===== src/rtl/md_pkg.sv =====
// Shared encodings, FSM state type and latency defaults for the HI/LO unit scheduler.
`default_nettype none

package md_pkg;

  localparam logic [1:0] MD_OP_MULT  = 2'd0;
  localparam logic [1:0] MD_OP_MULTU = 2'd1;
  localparam logic [1:0] MD_OP_DIV   = 2'd2;
  localparam logic [1:0] MD_OP_DIVU  = 2'd3;

  localparam int MD_MULT_LAT = 5;
  localparam int MD_DIV_LAT  = 10;
  localparam int MD_CNT_W    = 4;

  typedef enum logic [0:0] {
    MD_IDLE = 1'b0,
    MD_BUSY = 1'b1
  } md_state_t;

  function automatic logic md_op_is_div(input logic [1:0] op);
    return (op == MD_OP_DIV) || (op == MD_OP_DIVU);
  endfunction

endpackage

`default_nettype wire


===== src/rtl/md_lat_counter.sv =====
// Load / decrement / zero-detect latency counter; saturates at zero instead of wrapping.
`default_nettype none

module md_lat_counter #(
  parameter int CNT_W = 4
) (
  input  logic             clk,
  input  logic             rst,
  input  logic             i_load,
  input  logic [CNT_W-1:0] i_load_val,
  input  logic             i_dec,
  output logic [CNT_W-1:0] o_cnt,
  output logic             o_is_one,
  output logic             o_is_zero
);

  localparam logic [CNT_W-1:0] c_one = CNT_W'(1);

  logic [CNT_W-1:0] r_cnt;

  // Load wins over decrement so a back-to-back op reloads on the final busy cycle.
  always_ff @(posedge clk) begin
    if (rst) begin
      r_cnt <= '0;
    end else if (i_load) begin
      r_cnt <= i_load_val;
    end else if (i_dec && (r_cnt != '0)) begin
      r_cnt <= r_cnt - c_one;
    end
  end

  assign o_cnt     = r_cnt;
  assign o_is_one  = (r_cnt == c_one);
  assign o_is_zero = (r_cnt == '0);

endmodule

`default_nettype wire


===== src/rtl/md_stall_ctrl.sv =====
// HI/LO unit occupancy tracker and F/D stall / E flush generator.
// Optional MD_EARLY_RELEASE_EN: releases mfhi/mflo in the final busy cycle.
`default_nettype none

module md_stall_ctrl
  import md_pkg::*;
#(
  parameter int MULT_LAT = MD_MULT_LAT,
  parameter int DIV_LAT  = MD_DIV_LAT,
  parameter int CNT_W    = MD_CNT_W
) (
  input  logic             clk,
  input  logic             reset,
  input  logic             E_md_start,
  input  logic [1:0]       E_md_op,
  input  logic             D_md_use,
  input  logic             D_md_read,
  input  logic             hz_stall,
  output logic             stall_F,
  output logic             stall_D,
  output logic             flush_E,
  output logic             md_busy,
  output logic             md_done,
  output logic [CNT_W-1:0] md_cnt
);

  localparam logic [CNT_W-1:0] c_mult_lat = CNT_W'(MULT_LAT);
  localparam logic [CNT_W-1:0] c_div_lat  = CNT_W'(DIV_LAT);

  md_state_t        r_state;
  md_state_t        w_state_next;
  logic             w_load;
  logic             w_dec;
  logic             w_done;
  logic             w_cnt_one;
  logic             w_cnt_zero;
  logic [CNT_W-1:0] w_cnt;
  logic [CNT_W-1:0] w_load_val;
  logic             w_busy;
  logic             w_md_stall;
  logic             w_stall;

  assign w_load_val = md_op_is_div(E_md_op) ? c_div_lat : c_mult_lat;

  md_lat_counter #(
    .CNT_W (CNT_W)
  ) u_lat_counter (
    .clk        (clk),
    .rst        (reset),
    .i_load     (w_load),
    .i_load_val (w_load_val),
    .i_dec      (w_dec),
    .o_cnt      (w_cnt),
    .o_is_one   (w_cnt_one),
    .o_is_zero  (w_cnt_zero)
  );

  always_ff @(posedge clk) begin
    if (reset) begin
      r_state <= MD_IDLE;
    end else begin
      r_state <= w_state_next;
    end
  end

  always_comb begin
    w_state_next = r_state;
    w_load       = 1'b0;
    w_dec        = 1'b0;
    w_done       = 1'b0;
    case (r_state)
      MD_IDLE: begin
        if (E_md_start) begin
          w_load       = 1'b1;
          w_state_next = MD_BUSY;
        end
      end
      MD_BUSY: begin
        if (w_cnt_zero) begin
          // Unreachable in normal operation; recover rather than hang busy.
          w_state_next = MD_IDLE;
        end else begin
          w_dec = 1'b1;
          if (w_cnt_one) begin
            w_done = 1'b1;
            if (E_md_start) begin
              w_load = 1'b1;
            end else begin
              w_state_next = MD_IDLE;
            end
          end
        end
      end
      default: w_state_next = MD_IDLE;
    endcase
  end

  assign w_busy = (r_state == MD_BUSY);

`ifdef MD_EARLY_RELEASE_EN
  // HI/LO is written at the closing edge, so a read in D may advance into E alongside it.
  assign w_md_stall = D_md_use & (E_md_start | (w_busy & ~(w_done & D_md_read)));
`else
  assign w_md_stall = D_md_use & (E_md_start | w_busy);
`endif

  assign w_stall = w_md_stall | hz_stall;
  assign stall_F = w_stall;
  assign stall_D = w_stall;
  assign flush_E = w_stall;
  assign md_busy = w_busy;
  assign md_done = w_done;
  assign md_cnt  = w_cnt;

endmodule

`default_nettype wire

===== config.mk =====
export PLATFORM = sky130hd
export DESIGN_NAME = md_stall_ctrl
export DESIGN_NICKNAME = d
export VERILOG_FILES = /design/src/rtl/md_pkg.sv /design/src/rtl/md_lat_counter.sv /design/src/rtl/md_stall_ctrl.sv
export SDC_FILE = /design/constraint.sdc
export NUM_CORES = 1
export LEC_CHECK = 0
export ABC_AREA = 1
export CAP_MARGIN = 10
export CORE_AREA = 8 8 45 47
export CTS_BUF_LIST = sky130_fd_sc_hd__clkbuf_4
export CTS_CLUSTER_SIZE = 10
export DETAILED_ROUTE_END_ITERATION = 16
export DIE_AREA = 0 0 53 55
export PLACE_DENSITY = 0.73
export SYNTH_ARGS = -nofsm -noshare
export SYNTH_HDL_FRONTEND = slang
export SYNTH_SLANG_ARGS = --single-unit
export TNS_END_PERCENT = 50

===== constraint.sdc =====
create_clock -name clk -period 1.2 [get_ports clk]
set_input_delay 0.24 -clock clk [delete_from_list [all_inputs] [get_ports clk]]
set_output_delay 0.24 -clock clk [all_outputs]
set_load 0.05 [all_outputs]

* After elaboration in Yosys (flattened, before gate mapping)
Cells that the tools add are included.
** Cells by class
- Add/subtract/negate cells :: 1
- Eq/ne operators :: 3
- Mux-type cells :: 15
- Bitwise logic cells :: 4
- Reduce and logical (&&, ||, !) cells :: 5
** Operators with widths (number)
- two-way mux 4 bit :: 3
- two-way mux 1 bit :: 10
- == test 2 bit (second input constant) :: 2
- == test 4 x 1 -> 1 bit (second input constant) :: 1
- zero test 4 bit :: 1
- one-hot mux 1 bit (2 select lines) :: 2
- nonzero test 4 bit :: 1
- subtractor 4 x 1 -> 4 bit (second input constant) :: 1
- bitwise OR 1 bit :: 2
- nonzero test 2 bit :: 1
- AND 1 bit :: 1
- logical AND 1 bit :: 1
- logical OR 1 bit :: 1
- NOT 1 bit :: 1
** Storage, ports and cells
- Flip-flop bits (word level) :: 5
- Output and inout port bits :: 9
- Word-level logic and storage cells :: 30

* Logic depth before layout (Yosys ltp)
- Depth in word-level cells :: 6
- Gate-level depth with buffers :: 10

* By module
A second synthesis with hierarchy kept.
** Unflattened totals
- Cell total of the unflattened synthesis :: 67
- Area, all modules :: 392.9 sq um
** By module, submodules not included
- md_lat_counter :: instances 1, cells each 47, area an instance 285.3 sq um, sequential area each 80.1 sq um
- md_stall_ctrl :: instances 1, cells each 20, area an instance 107.6 sq um, sequential area each 20.0 sq um

* Worst setup path before layout
OpenSTA, ideal clock, no wires.
- Path kind :: reg2out
- Start :: register u_lat_counter.r_cnt[0], in the netlist u_lat_counter.o_cnt[0]
- End :: output port md_done
- Arrival time :: 1.898 ns
- Required time :: 0.960 ns
- Setup slack :: -0.938 ns
- Stages on the path, launching flop included :: 6
- Buffers on the path :: 0
- Cells stage by stage :: dfxtp_1 > inv_1 > ha_1 > nand2_2 > nand2_1 > nor2_1
** Between the ends
- Cells in the longest elaborated chain, start to end :: 4
- Elaborated cells between the ends (all ways) :: 5
- Those cells by class :: eq/ne: 1; mux: 3; reduce/logical: 1
** Ends and longest elaborated chain
- start: declaration :: RTL line md_lat_counter.sv:19 : logic [CNT_W-1:0] r_cnt;
- start signal: assignment :: RTL line md_lat_counter.sv:26 : r_cnt <= i_load_val;
- start signal: assignment :: RTL line md_lat_counter.sv:28 : r_cnt <= r_cnt - c_one;
- == test 4 x 1 -> 1 bit :: RTL line md_lat_counter.sv:33 : assign o_is_one = (r_cnt == c_one);
- two-way mux 1 bit :: RTL line md_stall_ctrl.sv:84 : if (w_cnt_one) begin
- two-way mux 1 bit (*) :: RTL line md_stall_ctrl.sv:79 : if (w_cnt_zero) begin
- two-way mux 1 bit (*) :: RTL line md_stall_ctrl.sv:71 : case (r_state)
- end: declaration :: RTL line md_stall_ctrl.sv:23 : output logic md_done,
Mark *: on every way between the ends. The rest lies on a longest branch, timed or not.

* Worst setup path after layout
Same ends and word-level chain as after synthesis.

==> results.md <==
- Status: complete, but fails checks
- Failing checks: setup timing
- Setup Skew: 1.69 ps
- Die area: 2920 µm²
- Ports: 17
- Largest net degree at the start of global routing: 7
- FMAX: 704 MHz
- Final setup viols: 8
- Nets@finish: 100
- I/O Buffers: 14
- Global Route Usage Sum: 8.13%
- Post-synth cell types: 16
- Ys Warns: 0
- Worst Tran Pin Value: 197 ps
- Final Hold Fails: 0
- Post-Place Cell Area: 723 µm²
- HP Class: reg -> reg
- # diodes: 0
- DR pass1 iterations: 4
- PnR worst setup slack: -221 ps
- WL/cell: 10.8 µm
- Critical Path Sink Type: primary output
- Hold_buf cts: 0
- CTS tree: done
- Initial Utilization: 28.5%
- Critical path launch point type: register
- Synthesized flop and latch total: 5
- R2R cell count: 9
- RSZ-0062 raised after global routing: true
- Mapped Nets: 72
- # rows: 14
- Share of cells above drive strength 1: 54.5%
- Core footprint: 1380 µm²
- # DRC: 0
- Required time of the critical path: 960 ps
- GPL Wtd Cong: 0.822
- Critical path type: reg -> out
- First-pass GRT wire length: 1.76 mm
- Fin area: 843 µm²
- Initial antenna violation count: 0
- Slew Limit Fails: 0
- Die Ht: 55 µm
- Mean Syn Cell Area: 6.46 µm²
- Gr ovfl total: 0
- P per Cell Area: 1490 nW/µm²
- Vias in the first global route: 456
- Synthesized area: 394 µm²
- Worst VDD drop: 548 µV
- Most frequent cells in the layout: buf_4 (11), inv_1 (9), buf_12 (9)
- Final min period: 1420 ps
- Dpl hpwl: 831 µm
- Register area share after synthesis: 25.4%
- Crit path max fanout: 3
- CTS Buffer Depth: 2
- Via Count: 474
- CTS Buf Count: 3
- Biggest area consumer among synthesized cells: dfxtp_1
- Share of the synthesized area in the top cell type: 25.4%
- Max-Cap Viols: 0
- Routed Antenna Nets: 0
- Clk pin slew, worst setup/hold paths: 40 ps
- Synth Instances: 61
- Synthesis-to-finish area growth: 114%
- Worst Hold Depth: 4
- Commonest non-fill, non-tap cell in the layout: buf_4
- WP data arrival: 1180 ps
- Avg Vias per Cell: 4.56
- Synth area leaders: dfxtp_1 (25%), inv_1 (11%), nand2_1 (10%), ha_1 (9.5%), nand3_1 (7.6%)
- H-tree depth: 1
- Max transition margin: 86.8%
- Worst-Skew Late Latency: 250 ps
- Total wire length: 1.12 mm
- First DRT Iteration DRCs: 6
- Final Util: 60.9%
- DIE WIDTH: 53 µm
- Clock sink count: 5
- Final critical-path share of the clock period: 118%
- Clk root buf: clkbuf_4
- Pleak: 0.404 nW
worst paths after layout:
check / startpoint / end / slack, ps
worst min register to register: u_lat_counter.o_cnt[1]$_SDFFE_PP0P_ / u_lat_counter.o_cnt[1]$_SDFFE_PP0P_ / 610
worst max register to register: u_lat_counter.o_cnt[1]$_SDFFE_PP0P_ / u_lat_counter.o_cnt[3]$_SDFFE_PP0P_ / -100
worst min-delay path: u_lat_counter.o_cnt[1]$_SDFFE_PP0P_ / u_lat_counter.o_cnt[1]$_SDFFE_PP0P_ / 610
worst max-delay path: u_lat_counter.o_cnt[0]$_SDFFE_PP0P_ / md_done / -220
routing by layer:
layer / global-route usage (%) / part of all wire, %
met5: 0 / 0
met3: 1.07 / 5.9
met4: 7.76 / 2.1
met2: 14.8 / 53
met1: 7.73 / 39
sequential cells by signal (all words and copies together), names as in the netlist:
name and cells:
u_lat_counter.o_cnt 4, md_busy 1
cell type report:
| cell class | count | area [µm²] |
|---|---|---|
| tap | 16 | 20.0 |
| clock buffer | 4 | 30.0 |
| inverter | 13 | 56.3 |
| fill | 107 | 541 |
| multi-input combinational | 41 | 314 |
| sequential | 5 | 114 |
| timing repair buffer | 25 | 309 |
cells by family after synthesis:
family	Yosys count	synth area share (%)
fa+ha+maj	3	9.52
compound gates	9	14.3
simple gates	28	32.4
flops	5	25.4
buf+inv	15	16.2
xor+xnor	1	2.22
critical path: stages (launching register included):
cell and delay, ps:
dfxtp_4 380, inv_4 40, ha_4 160, nand2_4 60
nand2_4 50, nor2_4 100, buf_12 140
synthesized netlist by cell type (all sizes together):
| master | number |
|---|---|
| nand2 | 13 |
| nand3 | 6 |
| o21ai | 4 |
| inv | 13 |
| nand4 | 1 |
| dfxtp | 5 |
| ha | 3 |
| xnor2 | 1 |
| buf | 2 |
| nor2 | 8 |
| a21oi | 5 |
repair_timing:
item | CTS | global route
pin swaps | 3 | 4
endpoints found under the setup margin | 8 | 8
gates resized for setup | 13 | 4
buffers inserted | 3 | 2
cloned | 0 | 0
hold endpoints to repair | 0 | 0
power breakdown:
part | leakage, nW | switching [mW] | internal, mW
clock | 0.0184 | 0.0741 | 0.149
combinational | 0.342 | 0.405 | 0.375
sequential | 0.0440 | 0.0462 | 0.205
per-stage QoR:
stage	setup slack (ps)	power (mW)	cells	hold slack, ps	TNS (ps)
floorplan	-126	0.651	61	375	-537
global placement	-277	0.912	95	526	-1680
detailed placement	-263	0.923	95	530	-1570
CTS	-207	1.21	102	622	-665
global route	-262	1.32	104	641	-1130
finish	-221	1.25	104	606	-671
Power figures use the tool's default switching activity.
